### config.mk
export PLATFORM = sky130hd
export DESIGN_NAME = seq_detector_param
export DESIGN_NICKNAME = d
export VERILOG_FILES = /design/src/rtl/seq_detector_param.sv
export SDC_FILE = /design/constraint.sdc
export NUM_CORES = 1
export LEC_CHECK = 0
export ABC_AREA = 1
export BUFFER_PORTS_ARGS = -buffer_cell sky130_fd_sc_hd__buf_2
export CELL_PAD_IN_SITES_DETAIL_PLACEMENT = 1
export CELL_PAD_IN_SITES_GLOBAL_PLACEMENT = 1
export CORE_MARGIN = 2
export CORE_UTILIZATION = 42
export CTS_CLUSTER_DIAMETER = 120
export DETAILED_ROUTE_END_ITERATION = 8
export HOLD_SLACK_MARGIN = 0.08
export PLACE_DENSITY_LB_ADDON = 0.05
export SYNTH_ARGS = -nofsm -noshare
export SYNTH_HDL_FRONTEND = slang
export SYNTH_SLANG_ARGS = --single-unit
### constraint.sdc
create_clock -name clk -period 4.2 [get_ports clk]
set_clock_uncertainty 0.15 [all_clocks]
set_input_delay 0.84 -clock clk [delete_from_list [all_inputs] [get_ports clk]]
set_output_delay 0.84 -clock clk [all_outputs]
set_load 0.02 [all_outputs]
### src/rtl/seq_detector_param.sv
// Parametrised serial pattern detector: one bit of x per enabled clock, one-cycle
// match pulse on y, overlapping or non-overlapping matching, saturating match count.
module seq_detector_param #(
    parameter int unsigned LEN     = 4,
    parameter logic [31:0] PATTERN = 32'b1011,
    parameter bit          OVERLAP = 1'b1,
    parameter int unsigned CNT_W   = 8
) (
    input  logic             clk,
    input  logic             rst,
    input  logic             en,
    input  logic             clr,
    input  logic             x,
    output logic             y,
    output logic [CNT_W-1:0] cnt
);
    localparam int unsigned    FW  = $clog2(LEN + 1);
    localparam logic [LEN-1:0] PAT = PATTERN[LEN-1:0];

    if (LEN < 2 || LEN > 32) begin : g_len_chk
        $error("seq_detector_param: LEN must be 2..32");
    end
    if ((PATTERN >> LEN) != 32'd0) begin : g_pat_chk
        $error("seq_detector_param: PATTERN wider than LEN");
    end
    if (CNT_W < 1) begin : g_cnt_chk
        $error("seq_detector_param: CNT_W must be at least 1");
    end

    logic [LEN-1:0] hist;
    logic [FW-1:0]  fill;
    logic [LEN-1:0] cand;
    logic [FW-1:0]  cand_fill;
    logic           hit;

    // fill gates matching so reset/clear zeros in hist never count as received bits
    always_comb begin
        cand      = {hist[LEN-2:0], x};
        cand_fill = (fill == FW'(LEN)) ? FW'(LEN) : fill + FW'(1);
        hit       = en & ~clr & (cand_fill == FW'(LEN)) & (cand == PAT);
    end

    always_ff @(posedge clk or negedge rst) begin
        if (!rst) begin
            hist <= '0;
            fill <= '0;
            y    <= 1'b0;
            cnt  <= '0;
        end else if (clr) begin
            hist <= '0;
            fill <= '0;
            y    <= 1'b0;
            cnt  <= '0;
        end else if (en) begin
            hist <= cand;
            y    <= hit;
            // non-overlap mode keeps shifting hist but demands LEN fresh bits
            fill <= (hit && !OVERLAP) ? '0 : cand_fill;
            if (hit && cnt != '1)
                cnt <= cnt + CNT_W'(1);
        end else begin
            y <= 1'b0;
        end
    end
endmodule

==> results of run 1 <==
-- metrics by stage --
step	hold WS, ns	utilization	instance area, sq um
final	0.301	0.505	981
after CTS	0.309	0.505	981
after floorplan	0.304	-	861
after global routing	0.318	0.505	981
after detailed placement	0.351	0.492	955
after global placement	0.329	0.492	955
-- state kept, by name (all words and copies together) (netlist names) --
| name | cells |
|---|---|
| cnt | 8 |
| fill | 3 |
| hist | 3 |
| y | 1 |
-- worst reg2reg max path, delay by kind of cell (launching register included) --
kind,cells,cell delay (ns)
buf+inv,1,0.13
flops,1,0.39
fa+ha+maj,1,0.27
compound gates,1,0.22
simple gates,4,0.50
-- final cells by class --
cell class	count	area (sq um)	area share
clock buffers	4	26.3	0.0268
well taps	27	33.8	0.0344
multi-input cells	78	427	0.435
inverters	14	53.8	0.0548
flip-flops and latches	15	375	0.383
repair buffers	13	65.1	0.0663
-- per-layer routing --
layer,up-vias,routed length [um]
met3,2,42
met5,-,0
li1,377,-
met2,10,925
met4,0,18
met1,354,972
-- placed cells by master (no fill, tap or decap) --
cell type	n
nand2_2	1
buf_2	13
inv_1	10
ha_1	3
dfrtp_1	15
clkbuf_4	3
nand4_2	1
o21ai_0	3
nor2_4	2
clkinv_1	2
clkbuf_1	1
xnor2_1	1
nor2_2	2
inv_2	1
nand2_1	28
nand3_1	21
xor2_1	4
o22ai_1	2
nand3_2	1
clkinv_2	1
nor2_1	7
o21ai_2	2
-- cell families after synthesis --
group           count (synthesis)
compound gates                  7
fa+ha+maj                       3
flops                          15
xor+xnor                        5
buf+inv                        15
simple gates                   63
-- worst max path at each step --
stage	end	slack [ns]
global route	cnt[5]	2.19
global placement	cnt[3]	2.17
CTS	cnt[5]	2.22
finish	cnt[5]	2.24
detailed placement	cnt[6]	2.09
floorplan	cnt[3]	2.49
-- where the power goes --
group | internal (mW) | switching [mW] | total (mW)
logic | 0.00689 | 0.0164 | 0.0233
registers | 0.147 | 0.00198 | 0.149
clock network | 0.0368 | 0.0480 | 0.0847
==> impl_summary.md, run 1 <==
Detailed routing
The number of routed nets with antenna violations is 0. Wires add up to between 1.5 and 2 mm. In the routed layout, each cell is associated on average with a via count of 4.92.

The number of vias in the routed layout is roughly 740. In the final routed layout, each cell accounts on average for between 10 and 15 um. For this run, the detailed router's first-pass iteration total came to 3. The total DRC errors in the routed layout is 0. After the first detailed-routing iteration, the DRC count stood at 6.

Synth
The leading cell type by number of instances after synthesis is nand2_1. The main combinational cell family by area after synthesis is simple AND/OR/NAND/NOR gates. The number of different library cells in the post-synthesis netlist is 20. Among all flip-flop cells after synthesis, the most frequent one is dfrtp_1. The post-synthesis share of cell area spent on xor and xnor gates is 0.0509. The simple-gate share of the synthesized area is 0.349. A synthesized cell averages roughly 8 sq um. The portion of netlist area occupied by mux cells is 0. Of all flip-flops after synthesis, the portion carrying an async set or reset was 1.00. For this run, the number of Yosys warnings is 0. Of the total synthesized cell area, the portion taken by full adders, half adders and majority gates is 0.0436. The compound-gate portion of the synthesized area came to 0.0523.

The post-synthesis net count is ~120. The share of synthesized area in the top cell type comes to 0.436. dfrtp_1 takes more of the synthesized area than any other cell. In this run the cell area of the synthesized design comes to between 800 and 900 sq um. The flip-flop and latch count after synthesis is 15. Of the synthesized area, sequential elements account for 0.436.

The cell count after synthesis came out at around 110. In the post-synthesis netlist, the biggest area contributors are dfrtp_1, nand2_1, nand3_1. The commonest cells after synthesis are nand2_1, nand3_1, dfrtp_1, inv_1, nor2_1. The synthesized design contains 0 enable-type register cells.

Final layout
Once layout is complete, the cells apart from fillers number roughly 150. Compared with the post-synthesis result, the final layout area differs by 14.0%. The final layout net count is 133.

In the final layout, the share of cells above drive strength 1 is 0.218. The final antenna diode count is 0. The fill cell total of the finished layout is 265.

Placement
The total of buffers placed on input and output ports is 13. After detailed placement, the design holds a cell count of between 100 and 150. The HPWL after detailed placement is approximately 1.5 mm.

The routability congestion estimate from global placement is between 0.7 and 0.8. The post-place setup slack is 2.09 ns.

Setup path
The critical path buffer and inverter count is 1. The kind of cell adding the most delay to the critical path is flip-flops. The largest stage delay on the critical path is around 0.47 ns. The count of cell instances traversed by the critical path is 1. The slowest stage of the critical path is the dfrtp_1 cell.

Walking the worst path, the cells encountered are buf_2. For the worst setup path, the data arrival time is 0.97 ns. Measured in cells, the most critical reg-to-reg path has a length of 7. The critical path is of the flop to output pin type. The element type at the critical path end is an output pin. The startpoint of the worst-slack reg-to-reg timing path is fill[0]. The worst register-to-register path ends at cnt[6]. The setup slack of the worst register-to-register path is between 2 and 2.5 ns. STA classifies the critical path startpoint as a flop. Data on the critical path is required at its endpoint by 3.21 ns. Tracing the worst setup path back leads to its startpoint at cnt[5]. The maximum net fanout on the critical path is 6.

CTS
Clock-pin slew was measured on the worst setup and hold paths at 0.10 ns. The total clock sinks is 15. The clock latency reported for the late side of the worst-skew pair is roughly 0.28 ns.

In this run the number of H-tree levels came out at 1. Once the clock tree was built, the setup fixing pass inserted 0 buffers. In this run, post-CTS repair resized a total of 0 instances. No sink is reached through more buffers than the 2 on the longest clock path.

In this run, post-CTS hold repair placed 0 buffers. The CTS tree is built. The tree is rooted in a clkbuf_4. The CTS buffer count is 3.

Floorplan
From left edge to right edge, the die measures slightly below 50 um. 14 I/O pins were placed. The number of standard-cell rows in the floorplan is 16.

The die footprint is 0.00243 sq mm. The effective utilization at floorplan is 0.443. The die is between 40 and 50 um tall. The total area inside the core boundary comes to ~0.0019 sq mm.

Global routing
The wire length of the first global-routing pass is between 3 and 4 mm. Entering global routing, the biggest net connects 20 pins. The global router's overall resource usage is 0.185. The global-route met2 utilization is 0.302. The most congested layer reported by global routing is met2. In the global route stage, met1 resource usage came out at 0.258. The number of antenna violations at the first check in global routing was 0. The number of global-route vias before repair came to between 700 and 800.

Summed over all layers, the global routing overflow is 0. For this run, global-route usage on met3 was measured as 0.0276.

STA
The total negative slack for setup checks is 0 ns. The worst path needs ~2.0 ns of the cycle, external delays included. The maximum frequency from static timing analysis is around 500 MHz. The share of the cycle needed by the critical path after routing is 0.466. The final hold violation count is 0.

Setup violations remaining at the end of the flow were counted as 0. At the pin with the least slew margin, the transition time is 0.363 ns. Setup repair after global routing left no endpoint under its margin. The remaining max-slew budget at the tightest pin is 0.758.

The number of max-slew violations in the final report is 0. Once routing completed, OpenROAD measured the worst setup slack at between 2 and 2.5 ns.

Flow run
Across the run, the number of max-cap violations was 0.

Power
Power spread over the standard cell area amounts to 262 mW/mm^2. The maximum vdd ir drop is ~180 uV. The leakage component of the power is between 0.5 and 0.6 nW.

After layout, the design draws a total of about 0.26 mW.

Hold path
In this run the worst hold path is classified as input port to asynchronous set/reset pin.

Status
The flow ran to the end, and the final reports show no timing, DRC or antenna violations.
(Power assumes the default switching activity.)
==> inputs of run 2 (changes only) <==
CORE_UTILIZATION = 35   (was 42)
clock period = 1.8 ns   (was 4.2 ns; I/O delays follow)
==> run 2 against run 1 <==
Power up 140%. Sequential share of layout area decreased by 2.3 points. Non-clock buffer count rose by 5. Combinational power grew to 3.3 times the previous value. Global-route usage fell by 1.0 points. Register-to-register slack got worse by 2.4 ns. Worst setup slack lost 2.1 ns. Via count is 1.9% higher. Clock power is 130% higher. Core utilization down 4.6 points. Cell count up 4.0%. Design area increased by 6.5%.
==> impl_summary.md, run 2 (same netlist as run 1, synthesis figures left out) <==
Setup path
The setup slack of the worst register-to-register path is 0.11 ns (-2.37 ns). The maximum net fanout on the critical path came to 8 (+2). The data required time of the worst path is 1.83 ns (-1.38 ns). STA classifies the critical path endpoint as a flop.

The element type at the critical path start is a flop. The worst setup path is of the flop to flop kind. The arrival time at the worst endpoint came to 1.72 ns (+0.75 ns).

Final layout
The combined flip-flop and latch cell area is 375 sq um (unchanged). The filler-free cell count of the finished design came to 157 (+4.0%). The fill cell total of the finished layout came to 287 (+8.3%). The synthesis-to-finish area growth is 21.4%. The final layout net count is 138 (+3.8%). The multi-input combinational cell area is 448 sq um (+5.0%). The largest registers in the layout are cnt x8, fill x3, hist x3.

Leaving out fill and tap cells, the most frequent cell in the layout is nand2_1. The top cell types in the final layout, fill and taps aside, are nand2_1, nand3_1, dfrtp_1, buf_2, inv_1. The final antenna diode count is 0 (unchanged). The fraction of layout instances using a drive strength above 1 is 0.264 (+0.0458). The flip-flop count of the largest register, all copies and words added is 8 (unchanged). cnt holds more flip-flops than any other register.

STA
The share of the cycle needed by the critical path after routing is 0.940. Setup repair after global routing could not meet its margin everywhere. The total of endpoints with negative setup slack in the final report was 0 (unchanged). The slew at the pin closest to its max-slew limit is 0.364 ns (+0.00182 ns).

The maximum frequency from static timing analysis is 591 MHz. The final hold violation count is 0 (unchanged). The remaining max-slew budget at the tightest pin is 0.757 (-0.00121). The number of max-slew violations in the final report is 0 (unchanged). The total negative slack for setup checks came to 0 ns (unchanged). The final critical-path required period is 1.69 ns.

Detailed routing
The number of routed nets with antenna violations came to 0 (unchanged). The detailed-router iteration count before antenna repair is 3 (unchanged). The via density per instance is 4.82 (-2.0%).

The count of routing violations after the opening detailed-route iteration came to 7 (+1). The total wire length came to 2.01 mm (+2.9%). The number of vias in the routed layout came to 757 (+1.9%). The routed wirelength normalized by instance count is 12.8 um (-1.0%). The total DRC errors in the routed layout is 0 (unchanged).

Placement
The total of buffers placed on input and output ports was 13 (unchanged). The routability congestion estimate from global placement is 0.735 (-5.3%). The total instance count after detailed placement is 149 (+1.4%). The half-perimeter wire length after placement is 1.41 mm (-4.8%).

CTS
The total clock sinks is 15 (unchanged). The count of H-tree levels built during CTS was 1 (unchanged). The CTS buffer count came to 3 (unchanged). The clock root buffer master is clkbuf_4. TritonCTS built the clock tree. The maximum count of clock buffers along a single path is 2 (unchanged). The clock-pin slew on the worst setup and hold paths is 0.10 ns (about the same). The clock latency reported for the late side of the worst-skew pair came to 0.28 ns (about the same).

Status
The run finished with clean final reports.

Floorplan
The I/O pin count is 14 (unchanged). The area of the core is 0.00228 sq mm (+17%). The die width came to 53.6 um (+8.8%). The number of standard-cell rows in the floorplan is 17 (+1). The effective utilization at floorplan is 0.378 (-0.0651). The die footprint was 0.00287 sq mm (+18%).

The height of the die is 53.6 um (+8.8%).

Global routing
The number of global-route vias before repair is 778 (+2.9%). The wire length of the first global-routing pass is 3.53 mm (+0.97%). The maximum number of pins on one net before global-route repair came to 19 (-5.0%).

The number of antenna violations at the first check in global routing was 0 (unchanged). The total global routing overflow came to 0 (unchanged). The global router's overall resource usage was 0.175 (-0.0102).

Power
The power per unit of standard cell area is 597 mW/mm^2 (+130%). The maximum vdd ir drop was 485 uV (+170%). The leakage component of the power is 0.542 nW (+2.9%).

Flow run
The number of violations of the max-capacitance limit is 0 (unchanged).

Hold path
In this run the worst hold path is classified as input port to flop.
-- run 2: changes by cell type in the layout (fill, tap and decap cells not counted), sizes merged --
cell	delta
clkinv	+1
dlygate4sd3	+1
buf	+4
clkbuf	-1
-- run 2: what timing repair did --
item                       in CTS  in global routing
setup endpoints to repair       0                  8
resized for setup               0                  4
hold endpoints to repair       15                  0
hold buffers                    1                  0
buffers inserted                0                  3
-- run 2: per-layer routing --
metal,GRT usage,part of all wire,vias to the layer above
li1,-,-,393
met1,0.228,0.51,352
met2,0.282,0.46,10
met3,0.0333,0.027,2
met4,0.0769,0.0065,0
met5,0,0,-
-- run 2: power by group --
group	total [mW]	internal [mW]	switching (mW)	leakage, nW
registers	0.349	0.344	0.00522	0.207
logic	0.0767	0.0300	0.0467	0.317
clock network	0.198	0.0825	0.115	0.0177
total	0.623	0.456	0.167	0.542
-- run 2: final timing paths --
kind,depth (start not counted),endpoint,from
min in group asynchronous,2,fill[2],rst
worst max register to register,7,cnt[6],fill[0]
worst max-delay path,7,cnt[6],fill[0]
worst min-delay path,3,hist[0],x
worst min register to register,2,hist[2],hist[2]
max in group asynchronous,2,cnt[5],rst
-- run 2: worst max-delay path, cell delays in order (launching register included) --
cell	delay [ns]
dfrtp_1	0.39
inv_2	0.06
ha_1	0.34
o21ai_4	0.16
buf_4	0.14
nand4_4	0.17
nand3_1	0.12
nand2_1	0.06
-- run 2: area by class of cell --
class                           count  share of cell area
Multi-Input combinational cell     78               0.429
Sequential cell                    15               0.359
Timing Repair Buffer               18               0.101
Inverter                           14              0.0515
Tap cell                           28              0.0335
Clock buffer                        3              0.0216
Clock inverter                      1             0.00479
-- run 2: per-stage QoR --
stage | setup WS [ns] | util | hold WS [ns] | area (sq um) | power (mW)
after floorplan | 0.258 | - | -0.0856 | 861 | 0.389
after global placement | 0.0967 | 0.423 | 0.140 | 963 | 0.411
after detailed placement | 0.0304 | 0.423 | 0.146 | 963 | 0.414
after CTS | 0.0153 | 0.440 | 0.160 | 1000 | 0.624
after global routing | -0.0357 | 0.459 | 0.168 | 1040 | 0.667
final | 0.109 | 0.459 | 0.172 | 1040 | 0.623
